===== config.mk =====
export PLATFORM = sky130hd
export DESIGN_NAME = sub_cla_pipe
export DESIGN_NICKNAME = d
export VERILOG_FILES = /design/src/rtl/sub_pkg.sv /design/src/rtl/sub_cla4.sv /design/src/rtl/sub_cla_pipe.sv
export SDC_FILE = /design/constraint.sdc
export NUM_CORES = 1
export LEC_CHECK = 0
export CAP_MARGIN = 20
export CORE_MARGIN = 2
export CORE_UTILIZATION = 55
export CTS_BUF_LIST = sky130_fd_sc_hd__clkbuf_8 sky130_fd_sc_hd__clkbuf_16
export DETAILED_ROUTE_END_ITERATION = 10
export DONT_BUFFER_PORTS = 1
export HOLD_SLACK_MARGIN = 0.03
export PLACE_DENSITY = 0.73
export SYNTH_ARGS = -nofsm -noshare
export SYNTH_HDL_FRONTEND = slang
export SYNTH_SLANG_ARGS = --single-unit

===== constraint.sdc =====
create_clock -name clk -period 3.85 [get_ports clk]
set_clock_uncertainty 0.15 [all_clocks]
set_input_delay 0.5775 -clock clk [delete_from_list [all_inputs] [get_ports clk]]
set_output_delay 0.5775 -clock clk [all_outputs]
set_load 0.01 [all_outputs]

===== src/rtl/sub_pkg.sv =====
// rtl/sub_pkg.sv - shared group width, group-count helper and group propagate/generate type for the subtractor.
package sub_pkg;

    localparam int GRP_W = 4;

    function automatic int nGrp(input int width);
        return width / GRP_W;
    endfunction

    typedef struct packed {
        logic pp;
        logic gg;
    } grp_pg_t;

endpackage


===== src/rtl/sub_cla4.sv =====
// rtl/sub_cla4.sv - 4-bit carry-lookahead slice with group propagate/generate export.
module sub_cla4 (
    input  logic [3:0] a,
    input  logic [3:0] bn,
    input  logic       cin,
    output logic [3:0] sum,
    output logic       pp,
    output logic       gg
);

    logic [3:0] p;
    logic [3:0] g;
    logic [3:0] q;
    logic [3:0] c;

    assign p = a | bn;
    assign g = a & bn;
    assign q = a ^ bn;

    assign c[0] = cin;
    assign c[1] = g[0] | (p[0] & cin);
    assign c[2] = g[1] | (p[1] & g[0]) | (p[1] & p[0] & cin);
    assign c[3] = g[2] | (p[2] & g[1]) | (p[2] & p[1] & g[0]) | (p[2] & p[1] & p[0] & cin);

    assign sum = q ^ c;

    // Group terms are independent of cin so the second level can resolve all group carries at once.
    assign pp = &p;
    assign gg = g[3] | (p[3] & g[2]) | (p[3] & p[2] & g[1]) | (p[3] & p[2] & p[1] & g[0]);

endmodule


===== src/rtl/sub_cla_pipe.sv =====
// rtl/sub_cla_pipe.sv - two-stage pipelined CLA subtractor with valid/ready; SUB_OVF_EN enables signed overflow.
module sub_cla_pipe
    import sub_pkg::*;
#(
    parameter int WIDTH = 32
) (
    input  logic             clk,
    input  logic             rst,
    input  logic             in_valid,
    output logic             in_ready,
    input  logic [WIDTH-1:0] in_a,
    input  logic [WIDTH-1:0] in_b,
    input  logic             in_bin,
    output logic             out_valid,
    input  logic             out_ready,
    output logic [WIDTH-1:0] result,
    output logic             bout,
    output logic             zero,
    output logic             ovf
);

    localparam int NGRP = nGrp(WIDTH);

    logic             s1_valid;
    logic [WIDTH-1:0] s1_a;
    logic [WIDTH-1:0] s1_bn;
    logic             s1_cin;
    logic             s2_ready;

    grp_pg_t          pg [NGRP];
    logic [NGRP:0]    grp_c;
    logic [WIDTH-1:0] sum;

    assign s2_ready = !out_valid | out_ready;
    assign in_ready = !s1_valid | s2_ready;

    always_ff @(posedge clk) begin
        if (!rst) begin
            s1_valid <= 1'b0;
        end else if (in_ready) begin
            s1_valid <= in_valid;
        end
    end

    always_ff @(posedge clk) begin
        if (in_valid && in_ready) begin
            s1_a   <= in_a;
            s1_bn  <= ~in_b;
            s1_cin <= !in_bin;
        end
    end

    for (genvar k = 0; k < NGRP; k++) begin : g_grp
        sub_cla4 u_cla4 (
            .a   (s1_a[k*GRP_W +: GRP_W]),
            .bn  (s1_bn[k*GRP_W +: GRP_W]),
            .cin (grp_c[k]),
            .sum (sum[k*GRP_W +: GRP_W]),
            .pp  (pg[k].pp),
            .gg  (pg[k].gg)
        );
    end

    // Each group carry is a flat sum of products over all lower groups rather than a ripple chain.
    logic acc;
    logic run;
    always_comb begin
        grp_c = '0;
        acc   = 1'b0;
        run   = 1'b1;
        grp_c[0] = s1_cin;
        for (int k = 0; k < NGRP; k++) begin
            acc = 1'b0;
            run = 1'b1;
            for (int j = k; j >= 0; j--) begin
                acc = acc | (run & pg[j].gg);
                run = run & pg[j].pp;
            end
            grp_c[k+1] = acc | (run & s1_cin);
        end
    end

    always_ff @(posedge clk) begin
        if (!rst) begin
            out_valid <= 1'b0;
            result    <= '0;
            bout      <= 1'b0;
            zero      <= 1'b0;
        end else if (s2_ready) begin
            out_valid <= s1_valid;
            if (s1_valid) begin
                result <= sum;
                bout   <= !grp_c[NGRP];
                zero   <= ~|sum;
            end
        end
    end

`ifdef SUB_OVF_EN
    // s1_bn holds ~b, so "a and b signs differ" is a == ~b at the MSB.
    always_ff @(posedge clk) begin
        if (!rst) begin
            ovf <= 1'b0;
        end else if (s2_ready && s1_valid) begin
            ovf <= (s1_a[WIDTH-1] == s1_bn[WIDTH-1]) & (sum[WIDTH-1] != s1_a[WIDTH-1]);
        end
    end
`else
    assign ovf = 1'b0;
`endif

endmodule


==> results.md <==
- Dominant cells by area after synthesis: edfxtp_1, ha_1, dfxtp_1
- Initial DRT Pass Iterations: 4
- Hold WC Path Type: in2reg
- Root buf cell: clkbuf_8
- Worst VDD drop: approximately 0.30 mV
- Slew headroom: 39.3%
- Synthesized area: roughly 5700 sq um
- Final HPWL DP: around 8800 um
- Share of the synthesized area in the top cell type: between 30% and 40%
- Post-Layout Inst Area: about 6500 sq um
- Fin crit period: 3.97 ns
- Die extent in x: 106 um
- Post-synth EDFFs: 65
- Unique cell type count in the Yosys netlist: 63
- Most used DFF post-synth: edfxtp_1
- Vias per inst: approximately 5.3
- Port Buffers: 0
- Critical Path RT: roughly 4.0 ns
- Finished Layout Cells: between 700 and 800
- TritonCTS clock tree: done
- First-pass GRT wire length: 18400 um
- Antenna cells: 0
- Failing checks: negative setup slack
- Antenna violations before repair: 0
- Synth Register Bits: between 100 and 150
- Cell count after synthesis: 562
- Cts bufs inserted: 9
- Largest net degree at the start of global routing: 36
- RSZ-0062 raised after global routing: yes
- GR Util All Layers: 21.2%
- Leading area contributor after synthesis: edfxtp_1
- Worst-Margin Slew: around 0.91 ns
- DRC Markers: 0
- Final wirelength: roughly 12000 um
- Vias in the first global route: about 3800
- Max-cap violation count: 0
- Worst reg-to-reg setup slack: -0.12 ns
- Placer Congestion: around 0.89
- Chip height: around 110 um
- Nets: 745
- Achievable Freq: around 250 MHz
- I/O pin total: approximately 110
- Final period utilization: 103%
- Final setup margin: -0.121 ns
- Leak: between 0.002 and 0.003 uW
- CP arrival: 4.13 ns
- CP Max Fanout: 3
- Number of nets still failing antenna checks after routing: 0
- Clock sinks: approximately 100
- Clock-pin slew on the worst setup and hold paths: ~0.09 ns
- Clock Path Buffers: 2
- Die ar.: 11200 sq um
- Proportion of layout cells with a drive suffix above 1: approximately 16%
- Routed via count: 3926
- Dpl cells: 715
- Post-synthesis sequential area ratio: 46.7%
- Top-count cell post-synth: inv_1
- Initial Util: 55.9%
- Final Setup Violations: 1
- Status: finished with violations
- Crit Path Category: reg2reg
- Setup TNS: -0.121 ns
- Yosys warns: 0
- GRT overflow: 0
- Number of cell rows: 37
- Syn nets: between 700 and 800
- PD cells: roughly 380 nW/um^2
- Area growth syn-to-layout: 13.0%
- CP startpoint kind: flip-flop
- Commonest cells post-synth: inv_1, edfxtp_1, ha_1
- CP Capture Type: flip-flop
- Clk_lat worst skew: approximately 0.38 ns
- Final hold violations: 0
- CTS H-Tree Depth: 3
- Asr flop ratio synth: 0%
- Syn_area_per_cell: just over 10 sq um
- Pre-CTS setup slack: -0.167 ns
- Core area: 10200 sq um
- Avg WL per Cell: about 15 um
- Initial DRC Count: 218
- Area after DPL: roughly 6000 sq um
- Final Max Slew Viols: 0
## final timing paths
kind / start / endpoint / depth (start not counted)
worst max-delay path: s1_bn[2] / zero / 20
worst min-delay path: in_a[7] / s1_a[7] / 0
worst max register to register: s1_bn[2] / zero / 20
worst min register to register: result[26] / result[26] / 2
## registers in the layout, indices dropped and copies added (netlist names)
name,flops
bout,1
out_valid,1
result,32
s1_a,32
s1_bn,32
s1_cin,1
s1_valid,1
zero,1
## layer usage
layer	GRT usage (%)	share of wire (%)	wire length (um)
met5	0	0	0
met2	36.5	51	5930
met3	7.11	6.1	709
met1	24.9	41	4680
met4	7.33	1.8	206
## metrics by stage
step	power [uW]	hold slack (ns)	utilization (%)
after detailed placement	1770	0.353	59.3
after global routing	2560	0.103	63.2
final	2430	0.139	63.2
after global placement	1750	0.340	59.3
after floorplan	1630	0.326	-
after CTS	2430	0.106	62.2
## critical path, stage by stage, from the launching register on
cell and delay (ns):
edfxtp_1 0.42, inv_1 0.08, ha_2 0.19, nor2_2 0.07
a221oi_4 0.32, a211oi_4 0.12, buf_4 0.15, o31ai_4 0.26
a21oi_4 0.12, nor2_2 0.13, inv_1 0.09, fa_2 0.35
xnor2_2 0.14, and4_1 0.21, nand4_1 0.11, nor4_2 0.22
and3_1 0.21, o2111ai_2 0.12, nor4b_2 0.23, nand3_1 0.10
o21ai_1 0.12
## what timing repair did
action,4_1_cts,5_1_grt
endpoints found under the hold margin,0,0
pin swaps,16,18
setup endpoints to repair,1,1
hold buffers,0,0
resized for setup,16,11
buffers inserted,9,5
## final cells by class
type,count,area (sq um)
Inverter,119,447
Tap cell,136,170
Clock inverter,7,58.8
Multi-Input combinational cell,330,2670
Sequential cell,101,2670
Clock buffer,9,124
Timing Repair Buffer,43,327
Fill cell,810,3760
## cell usage in the layout, fill, tap and decap left out, drive strengths merged, types with 3 or more instances in the layout
cell and instances:
a211oi 9, a21oi 40, a31oi 3, and3 3
buf 43, clkbuf 9, dfxtp 36, edfxtp 65
fa 8, ha 64, inv 122, nand2 46
nand2b 3, nand3 9, nor2 45, nor2b 8
nor3 10, nor3b 3, nor4 6, o21ai 9
o21bai 6, or3 4, or4 3, xnor2 11
xor2 5
## cells by family after synthesis
family	share of synthesized area [%]
multiplexers	0.612
flip-flops	46.7
AND/OR/NAND/NOR	12.4
buffers and inverters	8.72
XOR/XNOR	2.45
adder cells (fa/ha/maj)	16.8
other	0.0655
AO/OA/AOI/OAI	12.2
## power breakdown
group	internal [uW]	switching, uW
logic	222	284
registers	1230	60.5
clock network	292	348
Power figures use the tool's default switching activity.
